File: config.mk
export PLATFORM = sky130hd
export DESIGN_NAME = ifu_fetch
export DESIGN_NICKNAME = d
export VERILOG_FILES = /design/src/rtl/ifu_fetch.sv
export SDC_FILE = /design/constraint.sdc
export NUM_CORES = 1
export LEC_CHECK = 0
export ABC_AREA = 1
export CAP_MARGIN = 10
export CORE_ASPECT_RATIO = 0.7
export CORE_UTILIZATION = 45
export CTS_BUF_LIST = sky130_fd_sc_hd__clkbuf_8
export DETAILED_ROUTE_END_ITERATION = 12
export PLACE_DENSITY = 0.86
export RECOVER_POWER = 25
export SLEW_MARGIN = 30
export SYNTH_ARGS = -nofsm -noshare
export SYNTH_HDL_FRONTEND = slang
export SYNTH_SLANG_ARGS = --single-unit
File: constraint.sdc
create_clock -name clk -period 7.2 [get_ports clk]
set_input_delay 2.16 -clock clk [delete_from_list [all_inputs] [get_ports clk]]
set_output_delay 2.16 -clock clk [all_outputs]
set_load 0.02 [all_outputs]
File: src/rtl/ifu_fetch.sv
// Instruction fetch unit: issues one instruction-bus read at a time and presents
// the returned instruction to decode, honouring decode stalls and redirects.
module ifu_fetch #(
  parameter int ADDR_W = 64,
  parameter int INST_W = 32
) (
  input  logic              clk,
  input  logic              rst,
  input  logic [ADDR_W-1:0] pc_i,
  input  logic              flush_i,
  input  logic              stall_i,
  output logic              ibus_req_o,
  output logic [ADDR_W-1:0] ibus_addr_o,
  input  logic              ibus_gnt_i,
  input  logic              ibus_rvalid_i,
  input  logic [INST_W-1:0] ibus_rdata_i,
  output logic [INST_W-1:0] if_inst_o,
  output logic [ADDR_W-1:0] if_pc_o,
  output logic              if_valid_o,
  output logic              stall_req_o
);

  typedef enum logic [1:0] {
    ST_ISSUE = 2'd0,
    ST_REQ   = 2'd1,
    ST_WAIT  = 2'd2,
    ST_DONE  = 2'd3
  } state_e;

  state_e              state_q, state_d;
  logic [ADDR_W-1:0]   fetch_pc_q, fetch_pc_d;
  logic                discard_q, discard_d;
  logic [INST_W-1:0]   inst_q, inst_d;
  logic [ADDR_W-1:0]   pc_q, pc_d;
  logic                valid_q, valid_d;

  always_comb begin
    // NOTE: every signal gets a default first so no path through the case can infer a latch.
    state_d    = state_q;
    fetch_pc_d = fetch_pc_q;
    discard_d  = discard_q;
    inst_d     = inst_q;
    pc_d       = pc_q;
    valid_d    = valid_q;

    unique case (state_q)
      ST_ISSUE: begin
        fetch_pc_d = pc_i;
        state_d    = ST_REQ;
      end
      ST_REQ: begin
        // The request itself stays up until granted; a flush only poisons the eventual data.
        if (flush_i) discard_d = 1'b1;
        if (ibus_gnt_i) state_d = ST_WAIT;
      end
      ST_WAIT: begin
        if (flush_i) discard_d = 1'b1;
        if (ibus_rvalid_i) begin
          if (discard_q || flush_i) begin
            discard_d = 1'b0;
            state_d   = ST_ISSUE;
          end else begin
            inst_d  = ibus_rdata_i;
            pc_d    = fetch_pc_q;
            valid_d = 1'b1;
            state_d = ST_DONE;
          end
        end
      end
      ST_DONE: begin
        if (flush_i || !stall_i) begin
          valid_d = 1'b0;
          state_d = ST_ISSUE;
        end
      end
      default: state_d = ST_ISSUE;
    endcase
  end

  always_ff @(posedge clk or posedge rst) begin
    if (rst) begin
      state_q    <= ST_ISSUE;
      fetch_pc_q <= '0;
      discard_q  <= 1'b0;
      inst_q     <= '0;
      pc_q       <= '0;
      valid_q    <= 1'b0;
    end else begin
      // NOTE: non-blocking assignments so every register samples pre-edge values.
      state_q    <= state_d;
      fetch_pc_q <= fetch_pc_d;
      discard_q  <= discard_d;
      inst_q     <= inst_d;
      pc_q       <= pc_d;
      valid_q    <= valid_d;
    end
  end

  assign ibus_req_o  = (state_q == ST_REQ);
  assign ibus_addr_o = fetch_pc_q;
  assign if_inst_o   = inst_q;
  assign if_pc_o     = pc_q;
  assign if_valid_o  = valid_q;
  assign stall_req_o = (state_q != ST_DONE);

endmodule

==> results.ini <==
[outcome]
status = finished, violations left
violations = max-capacitance violations, max-slew violations

[yosys]
synth-simple-area-share_pct = 10.6
synth_seq_cells = 164
synthesis.area_mm2 = 0.00671
ys_seq_area_share_pct = 61.1
synthMuxAreaShare_pct = 0
synth_top_family_by_area = compound AO/OA/AOI/OAI gates
synth_area_per_cell_um2 = 10.2
yosysWarnings = 0
syn-num-nets = 766
synth_area_leader_cell = dfrtp_1
synth-xor-area-share_pct = 0
synth_top_area_share_pct = 61.1
synth_compound_gate_area_share_pct = 16.9
synthAdderAreaFrac_pct = 0.932
ys_types = 16
synth.area.top_cells = dfrtp_1 (61%), o21ai_2 (11%), nand2_1 (9.9%)
syn_inst = 659

[pwr]
power_density_mw_per_mm2 = 438
leakagePower_nw = 4.59
peakVddDrop_mv = 0.431
seq_power_share_pct = 35.7
pwr-share-comb_pct = 49.3
intPower_w = 0.00254
total_power_w = 0.00430
p_clk_share_pct = 15.1
swShare_pct = 40.8
switching_power_w = 0.00175

[job]
cap_viol_max_count = 1

[sta]
hold_viol = 0
finalWorstSetupSlack_ns = 2.63
worst_slew_pin_slew_ns = 1.97
tns_ns = 0
hold-worst-slack_ns = 0.485
finalSetupViolations = 0
fin_crit_sh_pct = 63.5
fmax_mhz = 219
clock_skew_ns = 0.0171
maxSlewViolCount = 46
min_period_ns = 4.57
slew_headroom_pct = -32.2
grt_setup_unrepaired = no

[global_route]
grt_pass1_vias = 5172
grt_pass1_wl_um = 26300
grt_max_degree = 83
grt_antenna_before_repair = 3
track_usage_pct = 22.1
overflow = 0

[place]
portBuffers = 264
gp_congestion = 0.785
dpl.hpwl_um = 11800
pre_cts_ws_ns = 2.78

[routing]
wl_per_cell_um = 14.6
vias_per_cell = 4.58
ant_nets = 0
drc_errors = 0
via_count = 5122
routed_wl_um = 16300
drtIter0Drc = 204
first_pass_iters = 4

[floorplan]
pin_count = 265
die_h_um = 104
design.core.area_mm2 = 0.0142
die_width_um = 148
rows = 36
die_area_mm2 = 0.0154
start_util_pct = 47.2

[cts]
cts_tree = built
post_cts_buffers = 0
cts_max_level = 4
clk_pin_slew_worst_paths_ns = 0.10
clock_tree.root_cell = clkbuf_8
cts_buffers = 17
cts.repair.resized = 0
cts_buffer_depth = 2
clock_latency_ns = 0.44
holdBufCountCts = 0
cts_sinks = 164

[critical_path]
crit_start = rst
reg2reg_slack_ns = 4.66
endpoint_kind = asynchronous set/reset pin
worstPathArrival_ns = 5.18
reg2reg_to = if_inst_o[18]
endpoint = if_pc_o[17]
crit_required_ns = 7.81
worstSetupStartpointType = input port
reg2reg_depth = 6
crit_fanout = 52
crit_type = input port to asynchronous set/reset pin
r2r-start = state_q[0]

[cells_and_area]
fillers = 1105
final_nets = 1020
syn_to_final_growth_pct = 45.9
layout-drive-gt1-share_pct = 13.6

[hold_path]
worstHoldPathType = register to register

cell usage after synthesis:
cell	number
nand3_2	1
o21ai_0	74
o21ai_1	2
buf_6	20
buf_2	6
dfrtp_1	164
ha_1	5
nor2_2	1
nand3_1	3
buf_4	2
nor2_1	2
nand3b_1	1
nand2_1	177
o21ai_2	86
clkbuf_1	7
inv_1	108
worst min path at each step:
stage          cells past startpoint          to       start  slack (ns)
5_1_grt                            2  if_pc_o[8]  if_pc_o[8]        0.51
6_report                           2  if_valid_o  if_valid_o        0.48
3_3_place_gp                       2  if_valid_o  if_valid_o        0.46
3_5_place_dp                       2  if_valid_o  if_valid_o        0.47
2_1_floorplan                      2   discard_q   discard_q        0.48
4_1_cts                            2  if_valid_o  if_valid_o        0.49
cell type report:
class,count,area [um^2],share of cell area (%)
Sequential cell,164,4100,41.9
Timing Repair Buffer,270,2730,27.9
Multi-Input combinational cell,352,1930,19.7
Inverter,108,407,4.15
Clock buffer,19,262,2.67
Tap cell,190,238,2.43
Clock inverter,13,124,1.26
Antenna cell,3,7.51,0.0766
cells by family (layout without fill, tap and decap cells):
group,count (synthesis),in the layout
flip-flops,164,164
buffers and inverters,143,410
AND/OR/NAND/NOR,185,185
adder cells (fa/ha/maj),5,5
AO/OA/AOI/OAI,162,162
other,0,3
worst max-delay path, stage by stage:
cell	delay (ns)
dlygate4sd3_1	0.55
clkinvlp_2	1.13
clkbuf_1	0.93
buf_16	0.33
per-layer routing:
| metal | track usage, % | vias up | wire (um) |
|---|---|---|---|
| li1 | - | 2548 | - |
| met1 | 27.1 | 2374 | 6750 |
| met2 | 35.5 | 183 | 7750 |
| met3 | 8.90 | 17 | 1610 |
| met4 | 7.22 | 0 | 209 |
| met5 | 0 | - | 0 |
cells in the final DEF (no fill, tap or decap), types with 3 or more instances in the layout:
master | synthesis | final
inv_6 | 0 | 4
o21ai_0 | 74 | 74
inv_1 | 108 | 108
nand3_1 | 3 | 3
dlygate4sd3_1 | 0 | 66
clkinv_4 | 0 | 4
o21ai_2 | 86 | 86
nand2_1 | 177 | 177
ha_1 | 5 | 4
clkbuf_8 | 0 | 19
diode_2 | 0 | 3
dfrtp_1 | 164 | 164
clkdlybuf4s50_1 | 0 | 198
registers in the layout (all words and copies together) (netlist names):
| register | count |
|---|---|
| discard_q | 1 |
| ibus_addr_o | 64 |
| if_inst_o | 32 |
| if_pc_o | 64 |
| if_valid_o | 1 |
| state_q | 2 |
stage by stage:
| stage | cell area [um^2] | util [%] | instances |
|---|---|---|---|
| 2_1_floorplan | 6710 | - | 659 |
| 3_3_place_gp | 9360 | 65.8 | 1082 |
| 3_5_place_dp | 9380 | 65.9 | 1083 |
| 4_1_cts | 9770 | 68.6 | 1115 |
| 5_1_grt | 9790 | 68.8 | 1118 |
| 6_report | 9800 | 68.8 | 1119 |
power groups by stage:
stage | Sequential, W | Clock, W | Combinational (W)
floorplan | 0.00199 | 0 | 0.000658
global placement | 0.00153 | 0 | 0.00208
detailed placement | 0.00154 | 0 | 0.00214
CTS | 0.00153 | 0.000665 | 0.00215
global route | 0.00158 | 0.000707 | 0.00229
finish | 0.00153 | 0.000647 | 0.00212
Note: power is estimated with default switching activity, not from simulation.
